$ cat config.mk
export PLATFORM = sky130hd
export DESIGN_NAME = gen_scheduler
export DESIGN_NICKNAME = d
export VERILOG_FILES = /design/src/rtl/gol_ctrl_pkg.sv /design/src/rtl/gen_period_timer.sv /design/src/rtl/gen_scheduler.sv
export SDC_FILE = /design/constraint.sdc
export NUM_CORES = 1
export LEC_CHECK = 0
export BUFFER_PORTS_ARGS = -buffer_cell sky130_fd_sc_hd__buf_2
export CORE_MARGIN = 5
export CORE_UTILIZATION = 50
export DETAILED_ROUTE_END_ITERATION = 10
export PLACE_DENSITY = 0.7
export SETUP_SLACK_MARGIN = 0.3
export SYNTH_ARGS = -nofsm -noshare
export SYNTH_HDL_FRONTEND = slang
export SYNTH_SLANG_ARGS = --single-unit
$ cat constraint.sdc
create_clock -name clk -period 5.66 [get_ports clk]
set_input_delay 0.283 -clock clk [delete_from_list [all_inputs] [get_ports clk]]
set_output_delay 0.283 -clock clk [all_outputs]
set_load 0.03 [all_outputs]
$ cat src/rtl/gol_ctrl_pkg.sv
// Shared types and constants for the Game-of-Life generation scheduler.
package gol_ctrl_pkg;

  typedef enum logic [2:0] {
    IDLE,
    HOST,
    LOAD,
    RUN,
    STORE
  } state_t;

  localparam int               POS_W         = 2;
  localparam logic [POS_W-1:0] POS_LAST      = 2'd3;
  localparam int               DEFAULT_DELAY = 100_000_000;

endpackage

$ cat src/rtl/gen_period_timer.sv
// Saturating free-run period counter: counts enabled cycles up to DELAY-1 and flags expiry.
module gen_period_timer
  import gol_ctrl_pkg::*;
#(
  parameter int DELAY = DEFAULT_DELAY
) (
  input  logic clk,
  input  logic reset,
  input  logic clear,
  input  logic enable,
  output logic expired
);

  localparam int               CNT_W = (DELAY > 1) ? $clog2(DELAY) : 1;
  localparam logic [CNT_W-1:0] LAST  = CNT_W'(DELAY - 1);

  logic [CNT_W-1:0] count;

  // With DELAY=1 the count never leaves zero, so every enabled cycle is already expired.
  always_ff @(posedge clk) begin
    if (reset || clear) begin
      count <= '0;
    end else if (enable && !expired) begin
      count <= count + CNT_W'(1);
    end
  end

  assign expired = (count == LAST);

endmodule

$ cat src/rtl/gen_scheduler.sv
// Generation sequencer for the Game-of-Life array: load, compute, write-back and host arbitration.
// Optional macro GEN_LIMIT_EN adds a gen_limit input that caps free-running generations.
module gen_scheduler
  import gol_ctrl_pkg::*;
#(
  parameter int DELAY = DEFAULT_DELAY,
  parameter int GEN_W = 16
) (
  input  logic             clk,
  input  logic             reset,
  input  logic             run_en,
  input  logic             step,
  input  logic             load_req,
  input  logic             mem_ack,
  input  logic             host_req,
`ifdef GEN_LIMIT_EN
  input  logic [GEN_W-1:0] gen_limit,
`endif
  output logic             host_gnt,
  output logic             write_array,
  output logic             run,
  output logic [POS_W-1:0] pos,
  output logic             write_mem,
  output logic             busy,
  output logic [GEN_W-1:0] gen_count,
  output logic             gen_done
);

  state_t           state;
  state_t           state_next;
  logic [POS_W-1:0] pos_next;
  logic [GEN_W-1:0] gen_count_next;
  logic             done_pulse;
  logic             timer_expired;
  logic             timer_clear;
  logic             timer_en;
  logic             limit_hit;
  logic             free_start;
  logic             idle_exit;

`ifdef GEN_LIMIT_EN
  assign limit_hit = (gen_limit != '0) && (gen_count >= gen_limit);
`else
  assign limit_hit = 1'b0;
`endif

  assign free_start = run_en && timer_expired && !limit_hit;

  // The period restarts whenever free-run is disabled or the scheduler leaves IDLE.
  assign idle_exit   = (state == IDLE) && (state_next != IDLE);
  assign timer_en    = (state == IDLE) && run_en;
  assign timer_clear = !run_en || idle_exit;

  gen_period_timer #(
    .DELAY(DELAY)
  ) u_timer (
    .clk    (clk),
    .reset  (reset),
    .clear  (timer_clear),
    .enable (timer_en),
    .expired(timer_expired)
  );

  always_ff @(posedge clk) begin
    if (reset) begin
      state     <= IDLE;
      pos       <= '0;
      gen_count <= '0;
    end else begin
      state     <= state_next;
      pos       <= pos_next;
      gen_count <= gen_count_next;
    end
  end

  always_comb begin
    state_next     = state;
    pos_next       = pos;
    gen_count_next = gen_count;
    done_pulse     = 1'b0;
    unique case (state)
      IDLE: begin
        if (host_req) begin
          state_next = HOST;
        end else if (load_req) begin
          state_next = LOAD;
          pos_next   = '0;
        end else if (step || free_start) begin
          state_next = RUN;
          pos_next   = '0;
        end
      end
      HOST: begin
        if (!host_req) begin
          state_next = IDLE;
        end
      end
      LOAD: begin
        if (mem_ack) begin
          if (pos == POS_LAST) begin
            state_next     = IDLE;
            pos_next       = '0;
            gen_count_next = '0;
          end else begin
            pos_next = pos + POS_W'(1);
          end
        end
      end
      RUN: begin
        // Compute takes one cycle per quadrant with no handshake.
        if (pos == POS_LAST) begin
          state_next = STORE;
          pos_next   = '0;
        end else begin
          pos_next = pos + POS_W'(1);
        end
      end
      STORE: begin
        if (mem_ack) begin
          if (pos == POS_LAST) begin
            state_next     = IDLE;
            pos_next       = '0;
            gen_count_next = gen_count + GEN_W'(1);
            done_pulse     = 1'b1;
          end else begin
            pos_next = pos + POS_W'(1);
          end
        end
      end
      default: begin
        state_next = IDLE;
        pos_next   = '0;
      end
    endcase
  end

  assign host_gnt    = (state == HOST);
  assign write_array = (state == LOAD);
  assign run         = (state == RUN);
  assign write_mem   = (state == STORE);
  assign busy        = (state != IDLE);
  // A reset in the completing cycle aborts the generation, so no pulse is reported.
  assign gen_done    = done_pulse && !reset;

endmodule

---- After elaboration in Yosys (flattened, before gate mapping) ----
Index checks and enable logic that the tools add are counted.
storage, ports and cells
  register bits ........................... 48
  output and inout bits ................... 24
  logic and storage cells ................. 61
operators by class
  add/sub/neg operators ................... 3
  equality and inequality tests ........... 13
  mux-type cells .......................... 22
  bitwise logic cells ..................... 1
  reduce and logical (&&, ||, !) cells .... 18
operator list
  operator                                                number
  two-way mux 16 bit                                      4
  case mux 16 bit (2 select lines)                        1
  adder 27 x 1 -> 27 bit (second input constant)          1
  == test 27 bit (second input constant)                  1
  two-way mux 3 bit                                       7
  adder 16 x 1 -> 16 bit (second input constant)          1
  case mux 3 bit (4 select lines)                         1
  two-way mux 2 bit                                       5
  case mux 2 bit (4 select lines)                         1
  == test 3 x 2 -> 1 bit (second input constant)          2
  inequality test 2 x 1 -> 1 bit (second input constant)  3
  inequality test 2 bit (second input constant)           3
  nonzero test 3 bit                                      2
  logical AND 1 bit                                       5
  AND reduction 5 bit                                     1
  AND reduction 4 bit                                     1
  == test 3 x 1 -> 1 bit (second input constant)          1
  == test 3 bit (second input constant)                   1
  zero test 1 bit                                         3
  zero test 3 bit                                         1
  logical OR 1 bit                                        3
  two-way mux 1 bit                                       3
  inequality test 3 x 2 -> 1 bit (second input constant)  1
  adder 2 x 1 -> 2 bit (second input constant)            1
  other kinds (4)                                         4

---- Depth between registers and ports, before layout ----
Gate-level depths: netlist of the first run.
  depth in word-level cells ............... 11
  depth in mapped cells ................... 8
  depth with buffers taken out ............ 7

---- Modules after synthesis ----
A second synthesis of the first run with hierarchy kept.
unflattened totals
  cell total of the unflattened synthesis .. 310
  area total of the unflattened synthesis .. 2616.3 µm²
modules (own cells, without submodules)
  module            instances  cells each  area each (µm²)
  gen_period_timer  1          155         1387.6
  gen_scheduler     1          155         1228.7

---- Worst setup path before layout of the first run ----
No wires, ideal clock.
  path type ............................... flip-flop to flip-flop
  start ................................... register pos[0]
  end ..................................... register u_timer.count[0]
  setup time .............................. 0.080 ns
  arrival time ............................ 2.038 ns
  data required time ...................... 5.580 ns
  setup slack ............................. 3.543 ns
  cell stages (with the launch flop) ...... 8
  path buffers ............................ 1
  path through ............................ dfxtp_1 -> ha_1 -> nand2_1 -> a32oi_1 -> nor4b_1 -> o31ai_4 -> buf_4 -> a22oi_1
on the way
  cells in the longest elaborated chain, start to end .. 8
  elaborated cells on any way between the ends .. 9
  those cells by class .................... 1 x eq/ne; 4 x mux; 4 x reduce/logical
ends and longest elaborated chain
  element                              line                                                              text
  start, declared                      gen_scheduler.sv:22                                               output logic [POS_W-1:0] pos,
  start signal, assigned               gen_scheduler.sv:71                                               pos <= pos_next;
  == test 2 bit (*)                    gen_scheduler.sv:100, gen_scheduler.sv:111, gen_scheduler.sv:120
  two-way mux 3 bit                    gen_scheduler.sv:100, gen_scheduler.sv:120
  two-way mux 3 bit                    gen_scheduler.sv:99                                               if (mem_ack) begin
  case mux 3 bit (4 select lines) (*)  gen_scheduler.sv:81                                               unique case (state)
  nonzero test 3 bit (*)               gen_scheduler.sv:50                                               assign idle_exit = (state == IDLE) && (state_next != IDLE);
  logical AND 1 bit (*)                gen_scheduler.sv:50
  logical OR 1 bit (*)                 gen_scheduler.sv:52                                               assign timer_clear = !run_en || idle_exit;
  logical OR 1 bit (*)                 gen_period_timer.sv:21                                            if (reset || clear) begin
  end signal, assigned                 gen_period_timer.sv:24                                            count <= count + CNT_W'(1);
  end, declared                        gen_period_timer.sv:17                                            logic [CNT_W-1:0] count;
Every way passes the cells marked *; elsewhere a longest branch is shown, timed or not.
A chain may end at the register's enable or synchronous reset.

---- Worst setup path in the final report of the first run ----
  start ................................... register u_timer.count[17]
  end ..................................... register u_timer.count[18]
on the way
  cells in the longest elaborated chain, start to end .. 11
  elaborated cells on any way between the ends .. 14
  those cells by class .................... 1 x add/sub; 1 x eq/ne; 4 x mux; 8 x reduce/logical
ends and longest elaborated chain
  element                          line                    text
  == test 27 bit                   gen_period_timer.sv:28  assign expired = (count == LAST);
  logical AND 1 bit                gen_scheduler.sv:47     assign free_start = run_en && timer_expired && !limit_hit;
  logical OR 1 bit                 gen_scheduler.sv:88     end else if (step || free_start) begin
  two-way mux 3 bit                gen_scheduler.sv:88
  two-way mux 3 bit                gen_scheduler.sv:85     end else if (load_req) begin
  two-way mux 3 bit                gen_scheduler.sv:83     if (host_req) begin
  case mux 3 bit (4 select lines)  gen_scheduler.sv:81
  nonzero test 3 bit               gen_scheduler.sv:50
  logical AND 1 bit                gen_scheduler.sv:50
  logical OR 1 bit                 gen_scheduler.sv:52
  logical OR 1 bit                 gen_period_timer.sv:21
Parallel ways exist; a longest one is shown, timed or not.

==> results.py, run 1 <==
metrics = {
    "logic_synthesis": {
        "synth_cells": 313,
        "synth_cell_types": 55,
        "seq_area_frac_synth_pct": 35.8,
        "async_flop_share_pct": 0,
        "synth_top_flop_cell": "dfxtp_1",
        "syn_area_mm2": 0.00269,
        "avgSynthCellArea_um2": 8.58,
        "synth-edff-count": 0,
        "synth-seq-cells": 48,
        "synth_warnings": 0,
        "synthesis.nets": 323,
    },
    "cts": {
        "path_clk_slew_ns": 0.09,
        "htreeDepth": 2,
        "clk_latency_ns": 0.30,
        "clock-root-buffer": "clkbuf_8",
        "tritoncts.num_buffers": 5,
        "cts_tree": "built",
        "postCtsResizedCells": 0,
        "post_cts_buffers": 0,
        "holdBufCountCts": 0,
        "cts.sinks": 48,
        "clockBufferDepth": 2,
    },
    "sta": {
        "skew_ns": 0.00668,
        "rsz0062_at_grt": "no",
        "slew_headroom_pct": 21.9,
        "hold_viol": 0,
        "worst_slew_pin_slew_ns": 1.17,
        "report.final.slew_viol_count": 0,
        "finalSetupTns_ns": 0,
        "period_share_pct": 49.0,
        "fmax_ghz": 0.360,
        "finalCriticalPeriod_ns": 2.78,
        "setup-violations-final": 0,
    },
    "setup_path": {
        "critPathMaxFanout": 27,
        "crit_buf_inv": 0,
        "critPathArrivalTime_ns": 2.96,
        "slowest_stage": "o31ai_4",
        "critPathTopFamily": "compound AO/OA/AOI/OAI gates",
        "startpoint": "u_timer.count[17]",
        "critPathRequiredTime_ns": 5.85,
        "rr_startpoint": "u_timer.count[17]",
        "cp_slowest_stage_delay_ns": 0.91,
        "worstPathCellList": "nor4b_1 > nand4_2 > o31a_1 > o31ai_4 > o2bb2a_1",
        "crit_type": "flop to flop",
        "critPathCaptureType": "flop",
        "cp-start-kind": "flop",
    },
    "layout": {
        "nets": 342,
        "final_cell_mix": "dfxtp_1 (48), buf_2 (30), nor2_1 (27), nand2_1 (18)",
        "diodes": 0,
        "multi_input_area_mm2": 0.00161,
        "seqCellArea_um2": 961,
        "syn_to_final_growth_pct": 9.04,
        "fillers": 488,
        "stdcell_area_mm2": 0.00293,
        "drive_gt1_share_pct": 14.7,
        "layout_commonest_cell": "dfxtp_1",
    },
    "power": {
        "p_clk_share_pct": 35.1,
        "power.switching_w": 0.000151,
        "p_seq_share_pct": 57.0,
        "p_comb_share_pct": 7.9,
        "peakVddDrop_mv": 0.148,
        "power.internal_w": 0.000454,
        "netSwitchingFraction_pct": 25.0,
        "leakagePower_nw": 0.992,
        "power_density_mw_per_mm2": 207,
    },
    "outcome": {
        "status": "finished clean",
    },
    "global_route": {
        "grt_overflow": 0,
        "grt_pass1_wl_um": 10200,
        "grt_pass1_vias": 2161,
        "antenna_found_initial": 0,
        "grt_max_degree": 28,
        "grt_util_all_layers_pct": 17.3,
    },
    "placed_design": {
        "io_buffer_count": 30,
        "gp_congestion": 0.842,
        "place_area_mm2": 0.00284,
        "dp_hpwl_um": 4030,
    },
    "run": {
        "drv_cap": 0,
    },
    "routing": {
        "drtIter0Drc": 114,
        "drtAntennaViolNets": 0,
        "num_vias": 2438,
        "route.detailed.drc": 0,
        "dr.pass1.iters": 4,
        "routed_via_density": 6.05,
        "routedWlPerCell_um": 14.5,
        "wl_um": 5830,
    },
    "floorplan": {
        "die_area_mm2": 0.00694,
        "ios": 31,
        "core_area_mm2": 0.00517,
        "die_x_um": 83.3,
        "initial_core_util_pct": 51.9,
        "die_h_um": 83.3,
        "num_rows": 26,
    },
    "worst_hold_path": {
        "hp-start": "step",
        "hp-class": "input pin to flop",
    },
}
-- cells by family (layout without fill, tap and decap cells) --
logic type	Yosys count	count (layout)	share of synthesized area (%)
AND/OR/NAND/NOR	142	142	30.7
AO/OA/AOI/OAI	74	74	20.7
flip-flops	48	48	35.8
buffers and inverters	25	45	4.42
XOR/XNOR	19	19	6.19
adder cells (fa/ha/maj)	3	3	1.40
multiplexers	2	2	0.792
-- worst register-to-register path: cells and delay by family (launching register included) --
kind	cells	cell delay (ns)
AO/OA/AOI/OAI	3	1.60
AND/OR/NAND/NOR	2	0.70
flip-flops	1	0.36
-- cells in the mapped netlist, types with 2 or more instances --
cell type / instances / share of area [%]
dfxtp_1: 48 / 36
nor2_1: 27 / 3.8
nand2_1: 18 / 2.5
a22oi_1: 16 / 4.5
o31ai_1: 16 / 4.5
nand3_1: 14 / 2.6
nand4_1: 13 / 3.0
or4_1: 13 / 3.6
clkbuf_1: 11 / 1.5
nor3_1: 11 / 2.0
xnor2_1: 11 / 3.6
a21oi_1: 10 / 1.9
xor2_1: 8 / 2.6
and3_1: 6 / 1.4
inv_1: 6 / 0.84
o21ai_0: 6 / 1.1
or3_1: 6 / 1.4
and2_1: 4 / 0.93
and4_1: 4 / 1.3
buf_4: 4 / 1.1
nor4_1: 4 / 0.93
nor4b_1: 4 / 1.3
o211ai_1: 4 / 1.1
o21a_1: 4 / 1.1
ha_1: 3 / 1.4
nand2b_1: 3 / 0.70
nor3b_1: 3 / 0.84
o2bb2a_1: 3 / 1.1
a21boi_0: 2 / 0.56
a22oi_2: 2 / 0.93
buf_2: 2 / 0.37
nand3b_1: 2 / 0.56
nor2b_1: 2 / 0.47
or4_4: 2 / 0.84
-- power groups by stage --
stage               registers, W  logic (W)  clock network [W]
finish                  0.000345  0.0000479           0.000213
global route            0.000346  0.0000527           0.000239
CTS                     0.000345  0.0000478           0.000221
detailed placement      0.000353  0.0000478                  0
global placement        0.000353  0.0000473                  0
floorplan               0.000350  0.0000387                  0
-- final timing paths --
check	end	slack (ns)	cells after the start
max	u_timer.count[18]	2.88	5
min reg2reg	pos[1]	0.49	2
max reg2reg	u_timer.count[18]	2.88	5
min	state[1]	0.25	2
-- routing by layer --
layer  global-route usage [%]  share of wire, %  up-vias
li1                         -                 -     1239
met1                     23.8                49     1158
met2                     27.4                46       35
met3                     3.56               3.7        6
met4                     4.46              0.94        0
met5                        0                 0        -
-- metrics by stage --
stage	setup WS [ns]	power [W]	util, %	cells	hold WS, ns
2_1_floorplan	3.54	0.000389	-	313	0.419
3_5_place_dp	2.92	0.000401	54.8	395	0.478
6_report	2.88	0.000606	56.6	403	0.249
3_3_place_gp	2.99	0.000400	54.8	395	0.467
5_1_grt	2.63	0.000638	56.6	403	0.258
4_1_cts	2.89	0.000614	56.6	403	0.245
-- state kept, by name (all words and copies together), names as in the netlist --
register       cells
gen_count         16
pos                2
state              3
u_timer.count     27
-- area by class of cell --
cell class | count | area share, %
Sequential cell | 48 | 32.8
Tap cell | 70 | 2.99
Clock buffer | 7 | 2.95
Multi-Input combinational cell | 240 | 54.8
Inverter | 6 | 0.769
Timing Repair Buffer | 31 | 5.38
Clock inverter | 1 | 0.256
Note: power is estimated with default switching activity, not from simulation.
==> inputs of run 2 (changes only) <==
clock period = 2.69 ns   (was 5.66 ns; I/O delays follow)
==> run 2 against run 1 <==
  * Power is 130% higher
  * Largest power group unchanged
  * Critical endpoint is now u_timer.count[22]
  * First-iteration DRC count is 39% higher
  * Core utilization is 1.8 points higher
  * Die area stayed put
  * Highest routed layer unchanged
==> results.py, run 2 (synthesized netlist as in run 1, its figures left out) <==
metrics = {
    "cts": {
        "cts.sinks": 48,
        "tritoncts.num_buffers": 5,
        "htreeDepth": 2,
        "cts_tree": "built",
        "clk_latency_ns": 0.30,
        "path_clk_slew_ns": 0.09,
        "holdBufCountCts": 0,
        "clockBufferDepth": 2,
        "clock-root-buffer": "clkbuf_8",
    },
    "sta": {
        "hold_viol": 0,
        "rsz0062_at_grt": "no",
        "skew_ns": 0.00956,
        "report.final.slew_viol_count": 0,
        "finalCriticalPeriod_ns": 2.26,
        "finalSetupTns_ns": 0,
        "worst_slew_pin_slew_ns": 0.661,
        "fmax_ghz": 0.442,
        "period_share_pct": 84.2,
        "slew_headroom_pct": 55.8,
        "setup-violations-final": 0,
        "holdWs_ns": 0.0931,
    },
    "power": {
        "power_density_mw_per_mm2": 452,
        "leakagePower_nw": 1.05,
        "peakVddDrop_mv": 0.345,
        "power.internal_w": 0.00103,
        "p_comb_share_pct": 7.9,
        "p_seq_share_pct": 53.0,
        "p_clk_share_pct": 39.1,
        "power.switching_w": 0.000335,
        "netSwitchingFraction_pct": 24.5,
    },
    "layout": {
        "layout_commonest_cell": "dfxtp_1",
        "syn_to_final_growth_pct": 12.6,
        "final_cell_mix": "dfxtp_1 (48), buf_2 (30), nor2_1 (27), nand2_1 (18)",
        "drive_gt1_share_pct": 17.5,
        "nets": 351,
        "stdcell_area_mm2": 0.00302,
        "finalNonFillerCells": 412,
        "largest-register": "u_timer.count",
        "diodes": 0,
        "largestRegisters": "u_timer.count: 27 flops, gen_count: 16 flops, state: 3 flops",
        "largest_reg_flops": 27,
    },
    "setup_path": {
        "critPathMaxFanout": 23,
        "cp-start-kind": "flop",
        "cp_slowest_stage_delay_ns": 0.71,
        "critPathRequiredTime_ns": 2.91,
        "slowest_stage": "or4b_4",
        "critPathArrivalTime_ns": 2.48,
        "critPathCaptureType": "flop",
        "worstPathCellList": "or4b_4 > nor2_4 > o21ai_2 > or4_1 > a22oi_1",
        "crit_type": "flop to flop",
    },
    "floorplan": {
        "die_x_um": 83.3,
        "initial_core_util_pct": 51.9,
        "core_area_mm2": 0.00517,
        "ios": 31,
        "die_h_um": 83.3,
        "die_area_mm2": 0.00694,
        "num_rows": 26,
    },
    "global_route": {
        "grt_pass1_vias": 2157,
        "grt_overflow": 0,
        "grt_max_degree": 28,
        "grt_pass1_wl_um": 10200,
        "grt_util_all_layers_pct": 17.1,
        "antenna_found_initial": 0,
    },
    "placed_design": {
        "dp_hpwl_um": 4300,
        "io_buffer_count": 30,
        "gp_congestion": 0.887,
        "place_area_mm2": 0.00289,
        "dp_cells": 402,
    },
    "routing": {
        "route.detailed.drc": 0,
        "num_vias": 2440,
        "drtAntennaViolNets": 0,
        "routed_via_density": 5.92,
        "drtIter0Drc": 159,
        "routedWlPerCell_um": 14.4,
        "dr.pass1.iters": 4,
        "wl_um": 5920,
    },
    "worst_hold_path": {
        "hp-class": "input pin to flop",
    },
    "outcome": {
        "status": "finished clean",
    },
    "run": {
        "drv_cap": 0,
    },
}
## run 2: cell types whose count changed in the layout (fill, tap and decap cells not counted)
cell	previous run	this run
clkbuf_1	1	0
clkbuf_8	6	5
nor4b_1	4	3
inv_6	0	1
bufinv_16	0	1
buf_4	1	10
nor4b_2	0	1
## run 2: area by class of cell
cell class	instances	area [um2]
Timing Repair Buffer	40	225
Multi-Input combinational cell	240	1610
Fill cell	484	2150
Inverter	6	22.5
Clock buffer	5	68.8
Sequential cell	48	961
Tap cell	70	87.6
Clock inverter	3	46.3
## run 2: repair_timing
action,in CTS,in global routing
setup buffers,0,2
resized for setup,0,1
endpoints found under the setup margin,0,18
## run 2: path summary, 6_finish.rpt
kind	startpoint	endpoint	slack, ns	cells after the start
hold / removal	step	state[1]	0.09	2
setup / recovery	state[0]	u_timer.count[22]	0.43	5
hold reg to reg	pos[1]	pos[1]	0.50	2
setup reg to reg	state[0]	u_timer.count[22]	0.43	5
## run 2: metal layers
metal  vias up  routed length, um  global-route usage [%]  part of all wire, %
met2        45               2740                    26.8                   46
met5         -                  0                       0                    0
met1      1134               2870                    23.8                   48
met3         5                266                    3.66                  4.5
li1       1256                  -                       -                    -
met4         0                 50                    4.31                 0.84
## run 2: power groups by stage
stage	clock, W	sequential (W)	combinational (W)
floorplan	0	0.000737	0.0000815
global placement	0	0.000740	0.000106
detailed placement	0	0.000740	0.000108
CTS	0.000547	0.000723	0.000108
global route	0.000583	0.000725	0.000119
finish	0.000534	0.000724	0.000109
## run 2: stage by stage
step / power, W / worst slack [ns] / utilization [%]
CTS: 0.00138 / 0.436 / 58.1
detailed placement: 0.000848 / 0.455 / 55.8
finish: 0.00137 / 0.426 / 58.5
global route: 0.00143 / 0.307 / 58.5
global placement: 0.000846 / 0.507 / 55.8
floorplan: 0.000819 / 0.573 / -
## run 2: worst max-delay path, delay by kind of cell, from the launching register on
| kind | cells | cell delay [ns] |
|---|---|---|
| flops | 1 | 0.45 |
| compound gates | 2 | 0.32 |
| simple gates | 3 | 1.41 |
==> inputs of run 3 (changes only) <==
PLACE_DENSITY = 0.73   (was 0.7)
clock period = 2 ns   (was 2.69 ns; I/O delays follow)
==> run 3 against run 2 <==
  * The flow now finishes with violations (negative setup slack)
  * Critical path depth grew 2
  * Non-clock buffer count grew 34
  * Global-route usage grew 3.7 points
  * Final area grew 19%
  * First-iteration DRC count grew 38%
  * Sequential cell count is the same
  * Fmax grew 12%
  * Die area is the same
  * Setup slack lost 0.45 ns
  * Count of clock-buffer cells in the layout is the same
  * Final cell count grew 8.5%
  * Combinational power grew 94%
  * Critical path type unchanged
  * Critical endpoint is now u_timer.count[18]
  * Largest cell class unchanged
  * Largest power group unchanged
==> results.py, run 3 (synthesized netlist as in run 1, its figures left out) <==
metrics = {
    "sta": {
        "hold_viol": 0,
        "skew_ns": 0.0116,
        "slew_headroom_pct": 72.5,
        "report.final.slew_viol_count": 0,
        "fmax_ghz": 0.493,
        "finalCriticalPeriod_ns": 2.03,
        "fin_ws_ns": -0.0273,
        "worst_slew_pin_slew_ns": 0.410,
        "rsz0062_at_grt": "yes",
        "finalSetupTns_ns": -0.0273,
        "setup-violations-final": 1,
        "period_share_pct": 101,
    },
    "routing": {
        "drtAntennaViolNets": 0,
        "routedWlPerCell_um": 17.0,
        "route.detailed.drc": 0,
        "wl_um": 7580,
        "num_vias": 2811,
        "drtIter0Drc": 220,
        "routed_via_density": 6.29,
        "dr.pass1.iters": 5,
    },
    "cts": {
        "holdBufCountCts": 0,
        "path_clk_slew_ns": 0.10,
        "htreeDepth": 2,
        "cts_tree": "built",
        "clock-root-buffer": "clkbuf_8",
        "cts.sinks": 48,
        "clockBufferDepth": 2,
        "clk_latency_ns": 0.30,
        "tritoncts.num_buffers": 5,
    },
    "layout": {
        "largestRegisters": "u_timer.count: 27 flops, gen_count: 16 flops, state: 3 flops",
        "final_cell_mix": "buf_4 (33), dfxtp_1 (31), buf_2 (30), nor2_1 (27), nand2_1 (17)",
        "nets": 386,
        "syn_to_final_growth_pct": 34.2,
        "layout_commonest_cell": "buf_4",
        "largest_reg_flops": 27,
        "diodes": 0,
        "largest-register": "u_timer.count",
        "drive_gt1_share_pct": 34.7,
        "fillers": 380,
        "utilization_pct": 69.7,
        "finalNonFillerCells": 447,
    },
    "setup_path": {
        "critPathCaptureType": "flop",
        "crit_type": "flop to flop",
        "ff2ff_setup_slack_ns": -0.03,
        "critPathRequiredTime_ns": 2.19,
        "critPathMaxFanout": 6,
        "critPathArrivalTime_ns": 2.22,
        "cp-start-kind": "flop",
    },
    "floorplan": {
        "ios": 31,
        "num_rows": 26,
        "die_h_um": 83.3,
        "die_x_um": 83.3,
        "die_area_mm2": 0.00694,
        "core_area_mm2": 0.00517,
        "initial_core_util_pct": 51.9,
    },
    "global_route": {
        "grt_pass1_wl_um": 12200,
        "grt_max_degree": 28,
        "grt_pass1_vias": 2577,
        "grt_overflow": 0,
        "grt_util_all_layers_pct": 20.8,
        "antenna_found_initial": 0,
    },
    "power": {
        "peakVddDrop_mv": 0.378,
        "leakagePower_nw": 1.31,
        "power_density_mw_per_mm2": 562,
        "total_power_w": 0.00203,
    },
    "outcome": {
        "violations": "negative setup slack",
        "status": "finished, violations left",
    },
    "placed_design": {
        "dp_cells": 416,
        "gp_congestion": 0.826,
        "dp_hpwl_um": 4440,
        "io_buffer_count": 30,
    },
    "run": {
        "drv_cap": 0,
    },
    "worst_hold_path": {
        "hp-class": "input pin to flop",
    },
}
## run 3: changes by cell type in the layout (fill, tap and decap cells not counted), moves of 4 or more
cell,change
dfxtp_1,-17
dfxtp_2,+13
buf_4,+23
buf_6,+6
dfxtp_4,+4
## run 3: final cells by class
cell class	instances	area [um2]	share of cell area, %
multi-input combinational	241	1800	50.1
clock inverter	3	68.8	1.91
sequential	48	992	27.5
timing repair buffer	74	561	15.6
tap	70	87.6	2.43
inverter	6	22.5	0.625
clock buffer	5	68.8	1.91
## run 3: final timing paths
kind / end / from / cells past startpoint
hold reg to reg: pos[1] / pos[1] / 2
hold / removal: state[1] / step / 2
setup / recovery: u_timer.count[18] / u_timer.count[12] / 7
setup reg to reg: u_timer.count[18] / u_timer.count[12] / 7
## run 3: timing repair
item | 4_1_cts | 5_1_grt
buffers inserted | 9 | 11
setup endpoints to repair | 38 | 42
resized for setup | 18 | 31
pin swaps | 5 | 8
cloned | 3 | 0
## run 3: critical path, cell delays in order (launching register included)
cell and delay [ns]:
dfxtp_4 0.37, nor4b_4 0.31, nand3b_1 0.25, buf_4 0.23, o2111ai_1 0.25, buf_4 0.18
nor3_1 0.04, o2bb2a_1 0.28
## run 3: metal layers
metal  routed length (um)  GRT usage (%)
met5                    0              0
met4                  216           6.24
met3                  419           4.55
met2                 3580           33.6
met1                 3360           27.7
## run 3: report_power, final
| part | switching [W] | leakage, nW | internal [W] |
|---|---|---|---|
| Sequential | 0.00000770 | 0.396 | 0.000958 |
| Clock | 0.000347 | 0.0687 | 0.000503 |
| Combinational | 0.000122 | 0.848 | 0.0000882 |
## run 3: metrics by stage
| stage | hold slack (ns) | area, um2 | worst slack [ns] |
|---|---|---|---|
| detailed placement | 0.382 | 3100 | 0.0574 |
| CTS | 0.0641 | 3400 | 0.0674 |
| floorplan | 0.236 | 2780 | 0.0951 |
| global placement | 0.378 | 3100 | 0.122 |
| global route | 0.0583 | 3600 | -0.0587 |
| finish | 0.0631 | 3600 | -0.0273 |
